`src/rtl/dmem_ctrl.sv`:
```
// Data-memory controller between the MEM stage and the data SRAM.
// Handles lane steering, load extension, misalignment and wait states.
module dmem_ctrl #(
  parameter int unsigned WAIT_CYCLES = 2
) (
  input  logic        clk,
  input  logic        rst,
  input  logic        req_valid,
  input  logic        req_we,
  input  logic [1:0]  req_size,
  input  logic        req_unsigned,
  input  logic [31:0] req_addr,
  input  logic [31:0] req_wdata,
  output logic        stall,
  output logic [31:0] read_data,
  output logic        misalign,
  output logic        mem_en,
  output logic        mem_we,
  output logic [3:0]  mem_be,
  output logic [31:0] mem_addr,
  output logic [31:0] mem_wdata,
  input  logic [31:0] mem_rdata
);

  typedef enum logic [1:0] {IDLE, ACCESS, DONE} state_t;

  localparam logic [3:0] W = 4'(WAIT_CYCLES);

  state_t      state;
  logic [3:0]  cnt;
  logic        l_we;
  logic [1:0]  l_size;
  logic        l_uns;
  logic [1:0]  l_off;

  logic        aligned;
  logic [3:0]  be_n;
  logic [31:0] wd_n;
  logic [31:0] sh;
  logic [31:0] ext;

  always_comb begin
    aligned = 1'b1;
    be_n    = 4'b1111;
    wd_n    = req_wdata;
    unique case (req_size)
      2'b00: begin
        aligned = 1'b1;
        be_n    = 4'b0001 << req_addr[1:0];
        wd_n    = {4{req_wdata[7:0]}};
      end
      2'b01: begin
        aligned = ~req_addr[0];
        be_n    = 4'b0011 << req_addr[1:0];
        wd_n    = {2{req_wdata[15:0]}};
      end
      default: begin
        aligned = (req_addr[1:0] == 2'b00);
        be_n    = 4'b1111;
        wd_n    = req_wdata;
      end
    endcase
  end

  always_comb begin
    sh  = mem_rdata >> {l_off, 3'b000};
    ext = sh;
    unique case (l_size)
      2'b00:   ext = {{24{~l_uns & sh[7]}}, sh[7:0]};
      2'b01:   ext = {{16{~l_uns & sh[15]}}, sh[15:0]};
      default: ext = sh;
    endcase
  end

  assign stall    = (state == IDLE && req_valid && aligned)
                  || state == ACCESS;
  assign misalign = state == IDLE && req_valid && !aligned;

  always_ff @(posedge clk) begin
    if (rst) begin
      state     <= IDLE;
      cnt       <= '0;
      l_we      <= 1'b0;
      l_size    <= '0;
      l_uns     <= 1'b0;
      l_off     <= '0;
      read_data <= '0;
      mem_en    <= 1'b0;
      mem_we    <= 1'b0;
      mem_be    <= '0;
      mem_addr  <= '0;
      mem_wdata <= '0;
    end else begin
      unique case (state)
        IDLE: begin
          if (req_valid && aligned) begin
            l_we      <= req_we;
            l_size    <= req_size;
            l_uns     <= req_unsigned;
            l_off     <= req_addr[1:0];
            cnt       <= W;
            mem_en    <= 1'b1;
            mem_we    <= req_we && (W == 4'd0);
            mem_be    <= be_n;
            mem_addr  <= {req_addr[31:2], 2'b00};
            mem_wdata <= wd_n;
            state     <= ACCESS;
          end
        end
        ACCESS: begin
          if (cnt == 4'd0) begin
            mem_en <= 1'b0;
            mem_we <= 1'b0;
            mem_be <= '0;
            if (!l_we)
              read_data <= ext;
            state <= DONE;
          end else begin
            cnt <= cnt - 4'd1;
            // strobe is pre-registered so it lands on the final cycle only
            mem_we <= l_we && (cnt == 4'd1);
          end
        end
        DONE:    state <= IDLE;
        default: state <= IDLE;
      endcase
    end
  end

endmodule

```
`config.mk`:
```
export PLATFORM = sky130hd
export DESIGN_NAME = dmem_ctrl
export DESIGN_NICKNAME = d
export VERILOG_FILES = /design/src/rtl/dmem_ctrl.sv
export SDC_FILE = /design/constraint.sdc
export NUM_CORES = 1
export LEC_CHECK = 0
export CAP_MARGIN = 20
export CORE_ASPECT_RATIO = 1.25
export CORE_MARGIN = 10
export CORE_UTILIZATION = 44
export CTS_BUF_LIST = sky130_fd_sc_hd__clkbuf_4
export DETAILED_ROUTE_END_ITERATION = 10
export HOLD_SLACK_MARGIN = 0.03
export PLACE_DENSITY = 0.82
export SLEW_MARGIN = 5
export SYNTH_ARGS = -nofsm -noshare
export SYNTH_HDL_FRONTEND = slang
export SYNTH_SLANG_ARGS = --single-unit
```
`constraint.sdc`:
```
create_clock -name clk -period 2.7 [get_ports clk]
set_input_delay 0.405 -clock clk [delete_from_list [all_inputs] [get_ports clk]]
set_output_delay 0.405 -clock clk [all_outputs]
set_load 0.005 [all_outputs]
```
==> metrics.md, run 1 <==
| Metric | Value |
|---|---|
| Status | finished, final reports clean |
| Setup bufs post-CTS | 0 |
| Static leakage | 2.46 nW |
| Clk pwr share | 23.6% |
| Count leader, synth | nand2_1 |
| Net Switching | 989 uW |
| Std cell rows | 43 |
| Nature of the critical path endpoint | output port |
| Syn Area/Cell | 8.33 um^2 |
| Worst Skew | 12.6 ps |
| Num ports | between 200 and 250 |
| Area Overhead vs Synth | 45.5% |
| Bufs on Longest Clock Path | 2 |
| Relative slew slack | about half |
| CTS H-tree depth | 3 |
| Gate power share | between 20 and 25% |
| Filler cell count | 941 |
| Reg area | 0.00224 mm^2 |
| Synth top area share | 45.5% |
| Slew Limit Fails | 0 |
| Synth area leader | dfxtp_1 |
| Clock tree root buffer cell | clkbuf_4 |
| GRT Util Overall | 19.9% |
| Seq/Total Area, Yosys | 45.5% |
| Vias in the first global route | 4844 |
| Clock Sinks | about 110 |
| Power per cell area | 488 mW/mm^2 |
| Die area | 0.0159 mm^2 |
| Via Count | 4991 |
| Core Box Area | 0.0110 mm^2 |
| Shortest period the worst path allows | 2510 ps |
| Grt ovf | 0 |
| Port bufs | 204 |
| RSZ-0062 raised after global routing | false |
| Setup TNS | 0 ps |
| GPL Wtd Cong | 0.902 |
| Required @ worst endpoint | 2300 ps |
| Internal cell power | 2.51 mW |
| Initial core utilization | roughly 45% |
| Number of flops mapped to enable cells by yosys | 0 |
| Multi-input gate area | 0.00245 mm^2 |
| Die width | 115 um |
| Overall Power | between 3 and 4 mW |
| Synth top area cells | dfxtp_1, nand2_1, a21oi_1, mux2i_1, a211oi_1 |
| Drt total wl | 16.6 mm |
| Worst hold path class | flop to flop |
| Crit path DAT | 2100 ps |
| Post-synth cell types | 43 |
| DR vias/cell | 5.48 |
| Die span in y | 138 um |
| CP Class | input port to output port |
| Post-synth top cells | nand2_1, dfxtp_1, nor2_1 |
| Hold buffers post-CTS | 0 |
| Max Cap Viol | 0 |
| Fin. Hold Viols | 0 |
| First-pass GRT wire length | about 26 mm |
| CTS Buf Count | 9 |
| CTS tree | built |
| Post-cts resize count | 0 |
| First-iteration detailed-routing DRC count | 360 |
| Switching share of power | ~28% |
| Crit path max fanout | 3 |
| Detail Route Antenna Nets | 0 |
| Largest net degree at the start of global routing | 74 |
| Nets | 875 |
| FF-to-FF setup slack | roughly 510 ps |
| Register share of total power | between 50% and 60% |
| # setup viols final | 0 |
| YS warnings | 0 |
| WHS | 465 ps |
| Share of layout cells above drive strength 1 | under 10% |
| DR pass1 iterations | 6 |
| WL per Instance | 18.2 um |
| Startpoint types | input port |
| Ys flop type | dfxtp_1 |
| PnR worst setup slack | around 190 ps |
| Asr flop ratio synth | 0% |
| # DRC | 0 |
| Worst-path clk slew | 160 ps |
| Mapped Cells | between 500 and 600 |
| Final period utilization | 92.8% |
| Tightest Pin Transition | about 750 ps |
| Clock latency on the worst-skew pair | between 400 and 500 ps |
| VDD IR-drop max | 300 uV |
| HPWL Detailed | 12.8 mm |
| F_max | 0.399 GHz |
| Seq cells post-synth | between 100 and 150 |
| Synthesized cell area | 0.00493 mm^2 |
| Setup WS pre-CTS | between 200 and 250 ps |
| Antenna violations before repair | 1 |
==> power by group through the flow <==
| stage | sequential, mW | clock, mW | combinational, mW |
|---|---|---|---|
| after floorplan | 1.86 | 0 | 0.373 |
| after global placement | 1.86 | 0 | 0.831 |
| after detailed placement | 1.87 | 0 | 0.848 |
| after CTS | 1.83 | 0.855 | 0.852 |
| after global routing | 1.84 | 0.929 | 0.923 |
| final | 1.83 | 0.827 | 0.846 |
==> logic make-up (layout without fill, tap and decap cells) <==
| logic type | after synthesis | after routing | synth area share, % |
|---|---|---|---|
| mux | 41 | 41 | 8.98 |
| other cells | 1 | 3 | 0.0761 |
| fa+ha+maj | 3 | 3 | 0.762 |
| buf+inv | 55 | 236 | 5.13 |
| flops | 112 | 112 | 45.5 |
| simple gates | 233 | 233 | 19.5 |
| xor+xnor | 4 | 4 | 0.711 |
| compound gates | 143 | 143 | 19.3 |
==> cell type report <==
| cell class | count | share of cell area [%] |
|---|---|---|
| inverter | 4 | 0.209 |
| tap | 135 | 2.35 |
| clock buffer | 9 | 0.942 |
| multi-input combinational | 426 | 34.2 |
| timing repair buffer | 216 | 30.0 |
| clock inverter | 7 | 1.01 |
| sequential | 112 | 31.3 |
| antenna | 1 | 0.0349 |
==> worst paths after layout <==
| path | from | endpoint | depth (start not counted) |
|---|---|---|---|
| setup / recovery | req_valid | misalign | 4 |
| hold / removal | mem_addr[27] | mem_addr[27] | 2 |
| setup reg to reg | cnt[0] | read_data[12] | 6 |
| hold reg to reg | mem_addr[27] | mem_addr[27] | 2 |
==> critical path, cell delays in order <==
cell	delay (ps)
clkdlybuf4s50_1	490
or3b_2	490
nor3_1	170
clkdlybuf4s50_1	540
==> per-layer routing <==
layer  global-route usage, %  wire length [um]  up-vias
met5                       0                 0        -
met4                    6.61               378        0
met3                    5.58              1420       25
met2                    33.6              8320      208
met1                    23.4              6480     2350
li1                        -                 -     2408
==> metrics by stage <==
| stage | cells | cell area (um^2) | utilization (%) |
|---|---|---|---|
| 2_1_floorplan | 593 | 4930 | - |
| 3_3_place_gp | 893 | 7030 | 63.8 |
| 6_report | 910 | 7170 | 65.0 |
| 5_1_grt | 910 | 7170 | 65.0 |
| 4_1_cts | 909 | 7170 | 65.0 |
| 3_5_place_dp | 893 | 7030 | 63.8 |
==> flip-flops by register name (all words and copies together) (netlist names), 2 cells and up <==
name and cells:
state 2, mem_be 4, cnt 4, mem_addr 30, mem_wdata 32, l_off 2
l_size 2, read_data 32
==> layout by cell type (no fill, tap or decap), types with 2 or more instances in the layout <==
cell type / count
clkinvlp_4: 2
dfxtp_1: 112
a211oi_1: 32
a32oi_1: 2
clkinv_4: 2
and3_1: 3
a222oi_1: 6
o21ai_0: 10
nand2b_1: 3
o211ai_1: 8
ha_1: 3
xor2_1: 2
mux2_2: 16
clkdlybuf4s50_1: 203
a31oi_1: 4
nand3_1: 7
nor2_1: 59
clkinv_2: 2
o2bb2ai_1: 7
nor2b_1: 6
mux2i_1: 24
buf_4: 11
conb_1: 2
nor3_1: 6
nand2_1: 142
clkbuf_4: 9
buf_12: 2
inv_1: 4
xnor2_1: 2
a21oi_1: 58
a311oi_1: 9
No activity file was read; power rests on OpenSTA's default activity.
==> inputs of run 2 (changes only) <==
--- a/config.mk
+++ b/config.mk
@@ -13,7 +13,8 @@
 export DETAILED_ROUTE_END_ITERATION = 10
 export HOLD_SLACK_MARGIN = 0.03
 export PLACE_DENSITY = 0.82
-export SLEW_MARGIN = 5
+export SKIP_LAST_GASP = 1
+export SLEW_MARGIN = 20
 export SYNTH_ARGS = -nofsm -noshare
 export SYNTH_HDL_FRONTEND = slang
 export SYNTH_SLANG_ARGS = --single-unit
==> results of run 2 <==
The final DEF is identical to that of run 1; final timing and power are the same.
==> inputs of run 3 (changes only) <==
--- a/config.mk
+++ b/config.mk
@@ -6,13 +6,15 @@
 export NUM_CORES = 1
 export LEC_CHECK = 0
 export CAP_MARGIN = 20
+export CELL_PAD_IN_SITES_DETAIL_PLACEMENT = 1
+export CELL_PAD_IN_SITES_GLOBAL_PLACEMENT = 1
 export CORE_ASPECT_RATIO = 1.25
 export CORE_MARGIN = 10
-export CORE_UTILIZATION = 44
+export CORE_UTILIZATION = 31
 export CTS_BUF_LIST = sky130_fd_sc_hd__clkbuf_4
 export DETAILED_ROUTE_END_ITERATION = 10
 export HOLD_SLACK_MARGIN = 0.03
-export PLACE_DENSITY = 0.82
+export PLACE_DENSITY_LB_ADDON = 0.1
 export SKIP_LAST_GASP = 1
 export SLEW_MARGIN = 20
 export SYNTH_ARGS = -nofsm -noshare
==> constraint.sdc (replaced) <==
create_clock -name clk -period 2.6 [get_ports clk]
set_input_delay 0.39 -clock clk [delete_from_list [all_inputs] [get_ports clk]]
set_output_delay 0.39 -clock clk [all_outputs]
set_load 0.005 [all_outputs]
==> metrics.md, run 3 (same netlist as run 1, synthesis figures left out) <==
| Metric | Value |
|---|---|
| Status | finished, final reports clean |
| Static leakage | 2.51 nW (+2.0%) |
| Post-DP Area | 0.00720 mm^2 (+2.3%) |
| DR pass1 iterations | 5 (-1) |
| Nature of the critical path endpoint | output port |
| RSZ-0062 raised after global routing | false |
| Fin. Hold Viols | 0 (unchanged) |
| Final period utilization | 90.8% |
| Worst-path clk slew | 170 ps (about the same) |
| Shortest period the worst path allows | 2360 ps |
| Num ports | 207 (unchanged) |
| Biggest regs | mem_wdata (32), read_data (32), mem_addr (30) |
| Drt total wl | 18.4 mm (+11%) |
| Cell count after placement | 974 (+9.1%) |
| Detail Route Antenna Nets | 0 (unchanged) |
| Max Cap Viol | 0 (unchanged) |
| Worst hold path class | input port to flop |
| CTS Buf Count | 9 (unchanged) |
| Util after Layout | 47.2% (-18 points) |
| First-pass GRT wire length | 29.2 mm (+12%) |
| Relative slew slack | 54.8% (+5.0 points) |
| Core Box Area | 0.0156 mm^2 (+41%) |
| Bufs on Longest Clock Path | 2 (unchanged) |
| Area Overhead vs Synth | 49.0% |
| Nets | 879 (+0.46%) |
| GPL Wtd Cong | 0.817 (-9.4%) |
| Std cell rows | 51 (+19%) |
| Tightest Pin Transition | 678 ps (-74.3 ps) |
| Crit path max fanout | 8 (+5) |
| CTS tree | built |
| Commonest non-fill, non-tap cells in the layout | clkdlybuf4s50_1, nand2_1, dfxtp_1 |
| Required @ worst endpoint | 2210 ps (-90 ps) |
| Worst Skew | 16.1 ps (+3.43 ps) |
| Die width | 133 um (+16%) |
| Share of layout cells above drive strength 1 | 7.97% (+0.73 points) |
| GRT Util Overall | 16.8% (-3.1 points) |
| Final Cell Area | 0.00735 mm^2 (+2.4%) |
| Clock latency on the worst-skew pair | 480 ps (+30 ps) |
| Setup TNS | 0 ps (unchanged) |
| Slew Limit Fails | 0 (unchanged) |
| Power per cell area | 506 mW/mm^2 (+3.6%) |
| Crit path DAT | 1970 ps (-130 ps) |
| Clock Sinks | 112 (unchanged) |
| R2R cell count | 6 (unchanged) |
| Most common cell after layout, fill and taps aside | clkdlybuf4s50_1 |
| Fin cells | 991 (+8.9%) |
| F_max | around 0.42 GHz |
| Hold buffers post-CTS | 0 (unchanged) |
| Largest net degree at the start of global routing | 61 (-18%) |
| Die area | 0.0214 mm^2 (+35%) |
| Vias in the first global route | 5186 (+7.1%) |
| Clock tree root buffer cell | clkbuf_4 |
| WL per Instance | 18.6 um (+2.0%) |
| VDD IR-drop max | 250 uV (-17%) |
| # setup viols final | 0 (unchanged) |
| Antenna violations before repair | 1 (unchanged) |
| CTS H-tree depth | 3 (unchanged) |
| # DRC | 0 (unchanged) |
| Grt ovf | 0 (unchanged) |
| First-iteration detailed-routing DRC count | 181 (-50%) |
| Overall Power | 3.72 mW (+6.1%) |
| Via Count | 4938 (-1.1%) |
| HPWL Detailed | 14.4 mm (+13%) |
| Startpoint types | input port |
| Hold depth | 2 (unchanged) |
| Port bufs | 204 (unchanged) |
| DR vias/cell | 4.98 (-9.1%) |
| Initial core utilization | 31.7% (-13 points) |
| Die span in y | 161 um (+16%) |
| CP Class | input port to output port |
==> run 3: worst paths after layout <==
| check | start | to | slack (ps) |
|---|---|---|---|
| max | req_addr[0] | stall | 240 |
| min | rst | mem_en | 430 |
| max reg2reg | cnt[0] | read_data[12] | 360 |
| min reg2reg | mem_addr[31] | mem_addr[31] | 470 |
==> run 3: layout make-up <==
| class | count | area [um^2] |
|---|---|---|
| timing repair buffer | 220 | 2220 |
| fill | 1858 | 8220 |
| clock buffer | 10 | 75.1 |
| sequential | 112 | 2240 |
| antenna | 1 | 2.50 |
| tap | 212 | 265 |
| clock inverter | 6 | 68.8 |
| inverter | 4 | 15.0 |
| multi-input combinational | 426 | 2450 |
==> run 3: critical path, cell delays in order <==
cell and delay [ps]:
clkdlybuf4s50_1 540, o21ai_0 250, a31oi_1 110, nor2_1 140, clkdlybuf4s50_1 540
==> run 3: through the flow <==
step / setup WS, ps / hold slack (ps)
after floorplan: 716 / 450
after global placement: 114 / 442
after detailed placement: 127 / 451
after CTS: 51.6 / 388
after global routing: 53.0 / 376
final: 239 / 431
==> run 3: timing repair <==
action | 4_1_cts | 5_1_grt
endpoints found under the hold margin | 0 | 0
setup buffers | 0 | 0
endpoints found under the setup margin | 0 | 1
resized for setup | 0 | 3
==> run 3: routing by layer <==
layer / global-route usage (%) / vias to the layer above / share of wire, %
met5: 0 / - / 0
met4: 4.66 / 0 / 1.1
met3: 5.25 / 10 / 6.6
met2: 30.0 / 133 / 52
met1: 18.8 / 2378 / 41
li1: - / 2417 / -
==> run 3: report_power, final <==
part	internal (mW)	leakage [nW]	switching [mW]	total (mW)
clock network	0.309	0.0705	0.602	0.911
logic	0.499	1.52	0.406	0.905
registers	1.83	0.915	0.0689	1.90
total	2.64	2.51	1.08	3.72
